[src/rtl/dmi_access_ctrl.sv]
// dmi_access_ctrl: JTAG-side DMI access controller. Shifts the DMI data
// register, turns update strobes into debug-module requests, collects the
// responses and keeps a sticky error/busy status for the debugger.
module dmi_access_ctrl #(
  parameter  int unsigned AddrWidth = 7,
  localparam int unsigned DrWidth   = AddrWidth + 34
) (
  input  logic                 tck_i,
  input  logic                 trst_ni,
  input  logic                 dmi_access_i,
  input  logic                 capture_dr_i,
  input  logic                 shift_dr_i,
  input  logic                 update_dr_i,
  input  logic                 test_logic_reset_i,
  input  logic                 dmi_reset_i,
  input  logic                 tdi_i,
  output logic                 tdo_o,
  output logic [1:0]           dmi_error_o,
  output logic                 dmi_req_valid_o,
  input  logic                 dmi_req_ready_i,
  output logic [AddrWidth-1:0] dmi_req_addr_o,
  output logic [31:0]          dmi_req_data_o,
  output logic [1:0]           dmi_req_op_o,
  input  logic                 dmi_resp_valid_i,
  output logic                 dmi_resp_ready_o,
  input  logic [31:0]          dmi_resp_data_i,
  input  logic [1:0]           dmi_resp_i
);

  typedef enum logic [2:0] {
    ST_IDLE       = 3'd0,
    ST_READ       = 3'd1,
    ST_WAIT_READ  = 3'd2,
    ST_WRITE      = 3'd3,
    ST_WAIT_WRITE = 3'd4
  } state_e;

  state_e               r_state;
  state_e               w_state_next;
  logic [DrWidth-1:0]   r_dr;
  logic [DrWidth-1:0]   w_dr_next;
  logic [AddrWidth-1:0] r_addr;
  logic [AddrWidth-1:0] w_addr_next;
  logic [31:0]          r_data;
  logic [31:0]          w_data_next;
  logic [1:0]           r_error;
  logic [1:0]           w_error_next;

  logic w_capture;
  logic w_shift;
  logic w_update;
  logic w_busy;
  logic w_busy_hit;

  // TAP strobes only count while DMIACCESS is the selected instruction.
  assign w_capture = dmi_access_i & capture_dr_i;
  assign w_shift   = dmi_access_i & shift_dr_i;
  assign w_update  = dmi_access_i & update_dr_i;
  assign w_busy    = (r_state != ST_IDLE);

  // A capture or an accepted update while a transaction is outstanding
  // means the debugger polled too early: flag busy.
  assign w_busy_hit = w_busy & (w_capture | (w_update & (r_error == 2'd0)));

  // Data register: capture a status snapshot, shift serially, clear on TLR.
  always_comb begin
    w_dr_next = r_dr;
    if (test_logic_reset_i) begin
      w_dr_next = {DrWidth{1'b0}};
    end else if (w_capture) begin
      if (w_busy) begin
        w_dr_next = {r_addr, r_data, 2'd3};
      end else begin
        w_dr_next = {r_addr, r_data, r_error};
      end
    end else if (w_shift) begin
      w_dr_next = {tdi_i, r_dr[DrWidth-1:1]};
    end else begin
      w_dr_next = r_dr;
    end
  end

  // Transaction FSM next state plus addr/data/error updates.
  always_comb begin
    w_state_next = r_state;
    w_addr_next  = r_addr;
    w_data_next  = r_data;
    w_error_next = r_error;
    case (r_state)
      ST_IDLE: begin
        if (w_update && (r_error == 2'd0)) begin
          case (r_dr[1:0])
            2'd1: begin
              w_addr_next  = r_dr[DrWidth-1 -: AddrWidth];
              w_state_next = ST_READ;
            end
            2'd2: begin
              w_addr_next  = r_dr[DrWidth-1 -: AddrWidth];
              w_data_next  = r_dr[33:2];
              w_state_next = ST_WRITE;
            end
            default: w_state_next = ST_IDLE;
          endcase
        end else begin
          w_state_next = ST_IDLE;
        end
      end
      ST_READ: begin
        if (dmi_req_ready_i) begin
          w_state_next = ST_WAIT_READ;
        end else begin
          w_state_next = ST_READ;
        end
      end
      ST_WRITE: begin
        if (dmi_req_ready_i) begin
          w_state_next = ST_WAIT_WRITE;
        end else begin
          w_state_next = ST_WRITE;
        end
      end
      ST_WAIT_READ: begin
        if (dmi_resp_valid_i) begin
          w_data_next  = dmi_resp_data_i;
          w_state_next = ST_IDLE;
          if ((dmi_resp_i != 2'd0) && (r_error == 2'd0)) begin
            w_error_next = 2'd2;
          end else begin
            w_error_next = r_error;
          end
        end else begin
          w_state_next = ST_WAIT_READ;
        end
      end
      ST_WAIT_WRITE: begin
        if (dmi_resp_valid_i) begin
          w_state_next = ST_IDLE;
          if ((dmi_resp_i != 2'd0) && (r_error == 2'd0)) begin
            w_error_next = 2'd2;
          end else begin
            w_error_next = r_error;
          end
        end else begin
          w_state_next = ST_WAIT_WRITE;
        end
      end
      default: w_state_next = ST_IDLE;
    endcase

    // Clears take priority over any error set in the same cycle; TLR also
    // wipes the address/data but leaves the FSM to finish its handshakes.
    if (test_logic_reset_i) begin
      w_error_next = 2'd0;
      w_addr_next  = {AddrWidth{1'b0}};
      w_data_next  = 32'd0;
    end else if (dmi_reset_i) begin
      w_error_next = 2'd0;
    end else if (w_busy_hit) begin
      w_error_next = 2'd3;
    end else begin
      w_error_next = w_error_next;
    end
  end

  // State and datapath registers with synchronous active-low reset.
  always_ff @(posedge tck_i) begin
    if (!trst_ni) begin
      r_state <= ST_IDLE;
      r_dr    <= {DrWidth{1'b0}};
      r_addr  <= {AddrWidth{1'b0}};
      r_data  <= 32'd0;
      r_error <= 2'd0;
    end else begin
      r_state <= w_state_next;
      r_dr    <= w_dr_next;
      r_addr  <= w_addr_next;
      r_data  <= w_data_next;
      r_error <= w_error_next;
    end
  end

  // Request op is only presented while a request is pending.
  always_comb begin
    dmi_req_op_o = 2'd0;
    case (r_state)
      ST_READ:  dmi_req_op_o = 2'd1;
      ST_WRITE: dmi_req_op_o = 2'd2;
      default:  dmi_req_op_o = 2'd0;
    endcase
  end

  assign tdo_o            = r_dr[0];
  assign dmi_error_o      = r_error;
  assign dmi_req_valid_o  = (r_state == ST_READ) || (r_state == ST_WRITE);
  assign dmi_resp_ready_o = (r_state == ST_WAIT_READ) || (r_state == ST_WAIT_WRITE);
  assign dmi_req_addr_o   = r_addr;
  assign dmi_req_data_o   = r_data;

endmodule

[config.mk]
export PLATFORM = sky130hd
export DESIGN_NAME = dmi_access_ctrl
export DESIGN_NICKNAME = d
export VERILOG_FILES = /design/src/rtl/dmi_access_ctrl.sv
export SDC_FILE = /design/constraint.sdc
export NUM_CORES = 1
export LEC_CHECK = 0
export BUFFER_PORTS_ARGS = -buffer_cell sky130_fd_sc_hd__buf_4
export CORE_ASPECT_RATIO = 0.8
export CORE_UTILIZATION = 24
export CTS_BUF_LIST = sky130_fd_sc_hd__clkbuf_16
export DETAILED_ROUTE_END_ITERATION = 6
export GPL_TIMING_DRIVEN = 0
export PLACE_DENSITY = 0.47
export SYNTH_ARGS = -nofsm -noshare
export SYNTH_HDL_FRONTEND = slang
export SYNTH_SLANG_ARGS = --single-unit
export TNS_END_PERCENT = 5
[constraint.sdc]
create_clock -name tck_i -period 1.6 [get_ports tck_i]
set_input_delay 0 -clock tck_i [delete_from_list [all_inputs] [get_ports tck_i]]
set_output_delay 0 -clock tck_i [all_outputs]
set_load 0.01 [all_outputs]
==> results of run 1 <==
==> through the flow <==
| step | utilization (%) | worst slack, ns |
|---|---|---|
| after floorplan | - | 0.168 |
| after global placement | 30.2 | -0.199 |
| after detailed placement | 30.2 | -0.234 |
| after CTS | 32.6 | -0.00617 |
| after global routing | 33.7 | -0.0122 |
| final | 33.7 | 0.0692 |
==> layout by cell type (no fill, tap or decap), types with 3 or more instances in the layout <==
cell type,instances
nor2b_1,4
nand3b_1,4
buf_4,102
dfxtp_2,3
clkinv_2,3
inv_1,6
clkbuf_16,9
a311oi_1,24
nor2_1,41
dlygate4sd3_1,5
a211oi_2,30
a211oi_1,3
dfxtp_1,82
mux2i_1,23
buf_6,7
nor3_1,4
nand2b_1,5
a311oi_2,9
nand4b_1,7
mux2i_2,10
o2bb2ai_1,38
buf_1,3
o31ai_1,7
o21ai_0,39
o22ai_1,3
clkbuf_1,26
buf_2,5
clkbuf_4,4
buf_12,6
a21oi_1,47
==> registers in the layout, summed over array words and instances (netlist names) <==
| signal | count |
|---|---|
| r_state | 3 |
| dmi_error_o | 2 |
| dmi_req_data_o | 32 |
| dmi_req_addr_o | 7 |
| r_dr | 41 |
==> area by class of cell <==
cell class | instances | area share, %
clock inverters | 7 | 0.591
flip-flops and latches | 85 | 28.8
plain buffers | 60 | 7.36
inverters | 4 | 0.253
well taps | 225 | 4.75
repair buffers | 99 | 12.7
multi-input cells | 319 | 41.7
clock buffers | 9 | 3.80
==> final timing paths <==
kind | cells after the start | endpoint
min | 3 | dmi_req_data_o[12]$_SDFFE_PP0P_
max | 5 | dmi_req_addr_o[5]$_SDFFE_PP0P_
min reg2reg | 2 | dmi_req_addr_o[4]$_SDFFE_PP0P_
max reg2reg | 5 | dmi_req_addr_o[5]$_SDFFE_PP0P_
==> power by group <==
part / leakage, uW / switching [uW] / internal (uW)
clock network: 0.000139 / 886 / 1030
registers: 0.000690 / 44.5 / 2160
logic: 0.00120 / 380 / 278
==> cells by family (layout without fill, tap and decap cells) <==
logic type | count (synthesis) | in the layout | synth area share, %
adders and majority gates | 1 | 1 | 0.286
buffers and inverters | 65 | 179 | 7.16
and+or+nand+nor | 78 | 78 | 9.85
AOI/OAI and AO/OA | 206 | 206 | 36.0
DFF | 85 | 85 | 38.9
muxes | 33 | 33 | 7.56
xor gates and xnor gates | 1 | 1 | 0.200
==> routing by layer <==
metal | wire length [um] | up-vias | track usage, % | part of all wire, %
met5 | 0 | - | 0 | 0
met4 | 111 | 0 | 4.17 | 0.74
met3 | 868 | 11 | 3.88 | 5.8
met2 | 6760 | 141 | 26.2 | 45
met1 | 7340 | 2056 | 22.2 | 49
li1 | - | 2023 | - | -
==> repair_timing <==
item                       4_1_cts  5_1_grt
gates cloned                     0        0
pin swaps                        0        3
setup buffers                    1        5
hold endpoints to repair         6        0
setup endpoints to repair       39       40
hold buffers                     5        0
resized for setup               29       45
==> worst max-delay path, delay by kind of cell (launching register included) <==
family / cells / cell delay, ns
buf+inv: 2 / 0.34
simple gates: 1 / 0.39
compound gates: 2 / 0.31
flops: 1 / 0.32
==> impl_metrics.env, run 1 <==
export IMPL_status="complete, no violations"
export IMPL_drt_wl_total_um=15100
export IMPL_drive_gt1_share_pct=33.6
export IMPL_final_area_um2=5930
export IMPL_rows=43
export IMPL_ys_ff_latch=85
export IMPL_grt_max_degree=14
export IMPL_netlist_instances=469
export IMPL_finalNonFillerCells=808
export IMPL_critPathKind="flip-flop to flip-flop"
export IMPL_worst_pin_slew_ns=0.823
export IMPL_synth_edf_count=0
export IMPL_hold_path_startpoint="dmi_resp_data_i[12]"
export IMPL_finClkSkew_ns=0.0113
export IMPL_cts_buffers=9
export IMPL_htreeDepth=3
export IMPL_yosysWarnings=0
export IMPL_power_per_cell_area_nw_per_um2=807
export IMPL_fp_dieW_um=153
export IMPL_crit_chain="buf_6 -> or3_1 -> buf_2 -> o31ai_1 -> a21oi_1"
export IMPL_slew_headroom_pct=45.2
export IMPL_drt_antenna_violating_nets=0
export IMPL_dp_cells=782
export IMPL_synth_area_leaders="dfxtp_1 (39%), a211oi_2 (8.6%), o2bb2ai_1 (7.6%)"
export IMPL_gp_congestion=0.797
export IMPL_drv_slew=0
export IMPL_ys_types=40
export IMPL_vias=4231
export IMPL_rsz0062_at_grt="yes"
export IMPL_ff2ff_setup_slack_ns=0.07
export IMPL_start_kind="flip-flop"
export IMPL_fin_crit_sh_pct=95.7
export IMPL_crit_path_end_kind="flip-flop"
export IMPL_total_power_uw=4780
export IMPL_syn_mean_instance_area_um2=9.32
export IMPL_syn_cell_area_um2=4370
export IMPL_io_pins=91
export IMPL_antennaDiodeCount=0
export IMPL_die_y_um=123
export IMPL_maxCapViolCount=0
export IMPL_core_um2=17600
export IMPL_clock_latency_ns=0.35
export IMPL_grt_use_total_pct=16.4
export IMPL_antenna_found_initial=0
export IMPL_fp_dieArea_um2=18800
export IMPL_grt_pass1_wl_um=23700
export IMPL_cts_tree="yes"
export IMPL_fillCellCount=1816
export IMPL_multi_input_area_um2=2470
export IMPL_vdd_ir_drop_max_uv=538
export IMPL_drt_iter0_drc=254
export IMPL_wl_per_cell_um=18.7
export IMPL_ff_latch_area_um2=1710
export IMPL_start_util_pct=24.8
export IMPL_yosysSeqAreaShare_pct=38.9
export IMPL_finalHoldViolations=0
export IMPL_place_area_um2=5310
export IMPL_syn_nets=515
export IMPL_yosysMostFrequentCell="dfxtp_1"
export IMPL_fmax_mhz=653
export IMPL_synth_top_area_share_pct=38.9
export IMPL_nets=624
export IMPL_path_clk_slew_ns=0.07
export IMPL_syn_to_final_growth_pct=35.7
export IMPL_min_path_type="primary input to flip-flop"
export IMPL_clock_sinks=85
export IMPL_synth_common_cells="dfxtp_1 (85), a21oi_1 (47), nor2_1 (41)"
export IMPL_power_leakage_uw=0.00203
export IMPL_synth_top_cell_by_area="dfxtp_1"
export IMPL_critPathSlowestCell="or3_1"
export IMPL_post_drt_via_cell_ratio=5.24
export IMPL_setup_tns_ns=0
export IMPL_first_global_vias=4254
export IMPL_synth_flop_cell="dfxtp_1"
export IMPL_regToRegStartpoint="r_state[1]$_SDFF_PN0_"
export IMPL_startpoint="r_state[1]$_SDFF_PN0_"
export IMPL_whs_ns=0.0329
export IMPL_first_pass_iters=5
export IMPL_portBuffers=88
export IMPL_async_flop_share_pct=0
export IMPL_drc=0
export IMPL_cts_root_buf="clkbuf_16"
export IMPL_hpwl_um=10700
export IMPL_path_max_fanout=10
export IMPL_critical_path_max_stage_delay_ns=0.39
export IMPL_period_needed_ns=1.53
export IMPL_cp_arrival_ns=1.73
export IMPL_crit_required_ns=1.80
export IMPL_overflow=0
export IMPL_clockBufferDepth=2
export IMPL_setup_viol=0
Power figures use the tool's default switching activity.
==> run 2, diff against run 1 <==
CORE_ASPECT_RATIO = 1.5   (was 0.8)
==> run 2 against run 1 <==
The flow now finishes with violations (DRC). Clock power grew 15%. Wire length shrank 2.4%. Cell count shrank 1.4%. Clock skew shrank 0.0056 ns. First-iteration DRC count shrank 27%. Largest cell class unchanged.
==> impl_metrics.env, run 2 (synthesis gave the netlist of run 1 again) <==
export IMPL_hold_path_startpoint="dmi_resp_data_i[11]"
export IMPL_min_path_type="primary input to flip-flop"
export IMPL_first_pass_iters=6
export IMPL_grt_use_total_pct=15.8
export IMPL_drc=4
export IMPL_cp_arrival_ns=1.70
export IMPL_vias=4170
export IMPL_critPathSlowestCell="dfxtp_1"
export IMPL_overflow=0
export IMPL_post_route_worst_setup_slack_ns=0.0859
export IMPL_period_needed_ns=1.51
export IMPL_largest_register_ffs=41
export IMPL_crit_required_ns=1.79
export IMPL_start_kind="flip-flop"
export IMPL_hpwl_um=10800
export IMPL_cts_buffers=9
export IMPL_crit_path_frequent_cell="buf_6"
export IMPL_top_register="r_dr"
export IMPL_clockBufferDepth=2
export IMPL_total_power_uw=5050
export IMPL_wl_per_cell_um=18.5
export IMPL_path_max_fanout=10
export IMPL_critical_path_max_stage_delay_ns=0.34
export IMPL_crit_family="buffers and inverters"
export IMPL_clock_sinks=85
export IMPL_drv_slew=0
export IMPL_whs_ns=0.0415
export IMPL_drt_iter0_drc=186
export IMPL_finClkSkew_ns=0.00573
export IMPL_post_drt_via_cell_ratio=5.23
export IMPL_worst_pin_slew_ns=0.796
export IMPL_grt_max_degree=14
export IMPL_dp_slack_ns=-0.232
export IMPL_rsz0062_at_grt="yes"
export IMPL_place_area_um2=5300
export IMPL_startpoint="r_state[1]$_SDFF_PN0_"
export IMPL_first_global_vias=4215
export IMPL_mostFrequentLayoutCells="buf_4 (98), dfxtp_1 (82), a21oi_1 (47)"
export IMPL_failed_checks="DRC"
export IMPL_drive_gt1_share_pct=33.1
export IMPL_mostFrequentLayoutCell="buf_4"
export IMPL_crit_path_end_kind="flip-flop"
export IMPL_io_pins=91
export IMPL_critPathKind="flip-flop to flip-flop"
export IMPL_antennaDiodeCount=0
export IMPL_fp_dieArea_um2=18800
export IMPL_htreeDepth=3
export IMPL_setup_viol=0
export IMPL_crit_buf_inv=3
export IMPL_regToRegStartpoint="r_state[1]$_SDFF_PN0_"
export IMPL_rows=60
export IMPL_crit_chain="buf_6 -> nor3b_2 -> buf_6 -> buf_8 -> mux2i_2 -> a211oi_2"
export IMPL_antenna_found_initial=0
export IMPL_clock_latency_ns=0.34
export IMPL_syn_to_final_growth_pct=34.5
export IMPL_slew_headroom_pct=46.9
export IMPL_drt_antenna_violating_nets=0
export IMPL_core_um2=17900
export IMPL_grt_pass1_wl_um=23200
export IMPL_maxCapViolCount=0
export IMPL_gp_congestion=0.801
export IMPL_fillCellCount=1894
export IMPL_vdd_ir_drop_max_uv=406
export IMPL_power_leakage_uw=0.00203
export IMPL_portBuffers=88
export IMPL_setup_tns_ns=0
export IMPL_die_y_um=167
export IMPL_finalHoldViolations=0
export IMPL_fp_dieW_um=112
export IMPL_fmax_mhz=660
export IMPL_cts_tree="yes"
export IMPL_cts_root_buf="clkbuf_16"
export IMPL_ff_latch_area_um2=1710
export IMPL_power_per_cell_area_nw_per_um2=860
export IMPL_drt_wl_total_um=14700
export IMPL_multi_input_area_um2=2460
export IMPL_status="finished with violations"
export IMPL_final_area_um2=5880
export IMPL_path_clk_slew_ns=0.06
export IMPL_nets=621
export IMPL_fin_crit_sh_pct=94.6
export IMPL_start_util_pct=24.5
run 2: power by group:
part	switching [uW]	total [uW]	internal, uW
registers	43.4	2210	2160
logic	372	640	269
clock network	856	2200	1350
run 2: final timing paths:
path	endpoint	slack, ns	cells after the start
worst max-delay path	dmi_req_data_o[19]$_SDFFE_PP0P_	0.09	6
worst min register to register	dmi_req_addr_o[0]$_SDFFE_PP0P_	0.50	2
worst max register to register	dmi_req_data_o[19]$_SDFFE_PP0P_	0.09	6
worst min-delay path	dmi_req_data_o[11]$_SDFFE_PP0P_	0.04	3
run 2: metal layers:
metal / wire length [um] / up-vias / global-route usage [%]
met5: 0 / - / 0
met4: 346 / 0 / 6.61
met3: 469 / 18 / 2.64
met2: 7690 / 98 / 27.8
met1: 6210 / 2041 / 18.9
li1: - / 2013 / -
run 2: layout make-up:
cell class	instances	share of cell area [%]
Clock inverter	7	1.41
Multi-Input combinational cell	319	41.8
Buffer	60	6.60
Tap cell	217	4.62
Inverter	4	0.255
Timing Repair Buffer	96	12.5
Clock buffer	9	3.83
Sequential cell	85	29.0
run 2: what timing repair did:
item                                    in CTS  in global routing
hold buffers                                 5                  0
pin swaps                                    0                  3
endpoints found under the setup margin      38                 38
gates resized for setup                     15                 47
hold endpoints to repair                     6                  0
setup buffers                                0                  3
run 2: tightest hold or removal path, cell delays in order:
cell	delay, ns
buf_4	0.08
mux2i_2	0.06
a211oi_2	0.19
run 2: per-stage QoR:
| step | instances | utilization, % |
|---|---|---|
| final | 797 | 32.9 |
| after detailed placement | 774 | 29.7 |
| after floorplan | 469 | - |
| after CTS | 795 | 31.9 |
| after global routing | 797 | 32.9 |
| after global placement | 774 | 29.7 |
==> run 3, diff against run 2 <==
CTS_BUF_LIST = not set   (was sky130_fd_sc_hd__clkbuf_16)
PLACE_DENSITY = 0.49   (was 0.47)
clock period = 1.3 ns   (was 1.6 ns; I/O delays follow)
==> run 3 against run 2 <==
The flow finishes with violations (DRC, setup timing). Worst setup slack got worse by 0.29 ns. First-iteration DRC count increased by 31%. Critical path depth decreased by 1. Core utilization increased by 2.3 points. Highest routed layer unchanged. Largest cell class unchanged. Cell count increased by 0.63%. Worst hold slack got worse by 0.0096 ns. Fmax increased by 0.68%.
==> impl_metrics.env, run 3 (synthesis gave the netlist of run 1 again) <==
export IMPL_clock_latency_ns=0.34
export IMPL_first_pass_iters=6
export IMPL_dp_cells=774
export IMPL_final_area_um2=6290
export IMPL_slew_headroom_pct=45.2
export IMPL_cts_root_buf="clkbuf_16"
export IMPL_place_area_um2=5630
export IMPL_crit_path_end_kind="flip-flop"
export IMPL_path_depth=5
export IMPL_maxCapViolCount=0
export IMPL_critPathSlowestCell="dfxtp_2"
export IMPL_start_util_pct=24.5
export IMPL_finalNonFillerCells=802
export IMPL_ff_latch_area_um2=1710
export IMPL_grt_pass1_wl_um=23200
export IMPL_crit_buf_inv=2
export IMPL_post_route_worst_setup_slack_ns=-0.204
export IMPL_vias=4150
export IMPL_drv_slew=0
export IMPL_critPathKind="flip-flop to flip-flop"
export IMPL_drt_antenna_violating_nets=0
export IMPL_crit_family="buffers and inverters"
export IMPL_dp_slack_ns=-0.281
export IMPL_mostFrequentLayoutCells="buf_4 (97), dfxtp_1 (82), a21oi_1 (47)"
export IMPL_finClkSkew_ns=0.00415
export IMPL_drc=5
export IMPL_setup_viol=47
export IMPL_fillCellCount=1838
export IMPL_largest_register_ffs=41
export IMPL_grt_max_degree=15
export IMPL_drive_gt1_share_pct=38.3
export IMPL_m1WireLength_um=5880
export IMPL_crit_required_ns=1.49
export IMPL_nets=626
export IMPL_top_register="r_dr"
export IMPL_finalHoldViolations=0
export IMPL_path_max_fanout=10
export IMPL_syn_to_final_growth_pct=43.9
export IMPL_vdd_ir_drop_max_uv=630
export IMPL_path_clk_slew_ns=0.06
export IMPL_portBuffers=88
export IMPL_power_per_cell_area_nw_per_um2=1080
export IMPL_failed_checks="DRC, setup timing"
export IMPL_start_kind="flip-flop"
export IMPL_drt_iter0_drc=244
export IMPL_critical_path_max_stage_delay_ns=0.36
export IMPL_multi_input_area_um2=2630
export IMPL_fp_dieArea_um2=18800
export IMPL_status="finished with violations"
export IMPL_core_um2=17900
export IMPL_antenna_found_initial=0
export IMPL_drt_wl_total_um=14600
export IMPL_crit_chain="nor4bb_2 -> buf_4 -> a31o_4 -> buf_12 -> a211oi_2"
export IMPL_fin_crit_sh_pct=116
export IMPL_htreeDepth=3
export IMPL_clockBufferDepth=2
export IMPL_rows=60
export IMPL_fmax_mhz=665
export IMPL_grt_use_total_pct=15.9
export IMPL_wl_per_cell_um=18.2
export IMPL_period_needed_ns=1.50
export IMPL_rsz0062_at_grt="yes"
export IMPL_min_path_type="primary input to flip-flop"
export IMPL_top_layer="met4"
export IMPL_hpwl_um=10700
export IMPL_die_y_um=167
export IMPL_mostFrequentLayoutCell="buf_4"
export IMPL_clock_sinks=85
export IMPL_power_leakage_uw=0.00214
export IMPL_worst_pin_slew_ns=0.822
export IMPL_met2_length_um=7870
export IMPL_cts_buffers=9
export IMPL_whs_ns=0.0319
export IMPL_cts_tree="yes"
export IMPL_antennaDiodeCount=0
export IMPL_hold_depth=3
export IMPL_post_drt_via_cell_ratio=5.17
export IMPL_fp_dieW_um=112
export IMPL_first_global_vias=4239
export IMPL_rr_worst_depth=5
export IMPL_gp_congestion=0.814
export IMPL_dr_wl_met3_um=556
export IMPL_io_pins=91
export IMPL_cp_arrival_ns=1.70
export IMPL_final_util_pct=35.2
export IMPL_overflow=0
## run 3: final cells by class
class	instances	share of cell area, %
clock buffer	10	3.80
buffer	61	8.38
inverter	4	0.239
sequential	85	27.1
tap	217	4.32
multi-input combinational	319	41.8
clock inverter	6	2.13
timing repair buffer	100	12.2
## run 3: routing by layer
metal	track usage [%]	up-vias
li1	-	2020
met1	17.7	2022
met2	29.8	91
met3	2.75	17
met4	6.03	0
met5	0	-
## run 3: repair_timing
action	in CTS	in global routing
hold buffers	5	0
gates resized for setup	30	12
hold endpoints to repair	6	0
endpoints found under the setup margin	47	58
setup buffers	4	3
pin swaps	6	8
## run 3: report_power, final
part / leakage, uW / switching [uW] / internal [uW] / total, uW
Sequential: 0.000690 / 53.9 / 2660 / 2720
Clock: 0.000183 / 1070 / 2120 / 3200
Combinational: 0.00127 / 480 / 370 / 850
## run 3: tightest hold or removal path, delay by kind of cell
kind                   cells  cell delay, ns
buffers and inverters      1            0.12
muxes                      1            0.12
AOI/OAI and AO/OA          1            0.08
## run 3: path summary, 6_finish.rpt
| path | from | end | slack [ns] |
|---|---|---|---|
| setup / recovery | dmi_error_o[1]$_SDFFE_PP0P_ | dmi_req_data_o[18]$_SDFFE_PP0P_ | -0.20 |
| hold / removal | dmi_resp_data_i[25] | dmi_req_data_o[25]$_SDFFE_PP0P_ | 0.03 |
| setup reg to reg | dmi_error_o[1]$_SDFFE_PP0P_ | dmi_req_data_o[18]$_SDFFE_PP0P_ | -0.20 |
| hold reg to reg | dmi_req_addr_o[2]$_SDFFE_PP0P_ | dmi_req_addr_o[2]$_SDFFE_PP0P_ | 0.51 |
## run 3: stage by stage
step           setup TNS, ns  power (uW)
6_report               -7.60        6760
5_1_grt               -10.70        7020
4_1_cts                -7.62        6820
3_5_place_dp          -12.69        3570
3_3_place_gp          -11.97        3550
2_1_floorplan          -1.37        3270
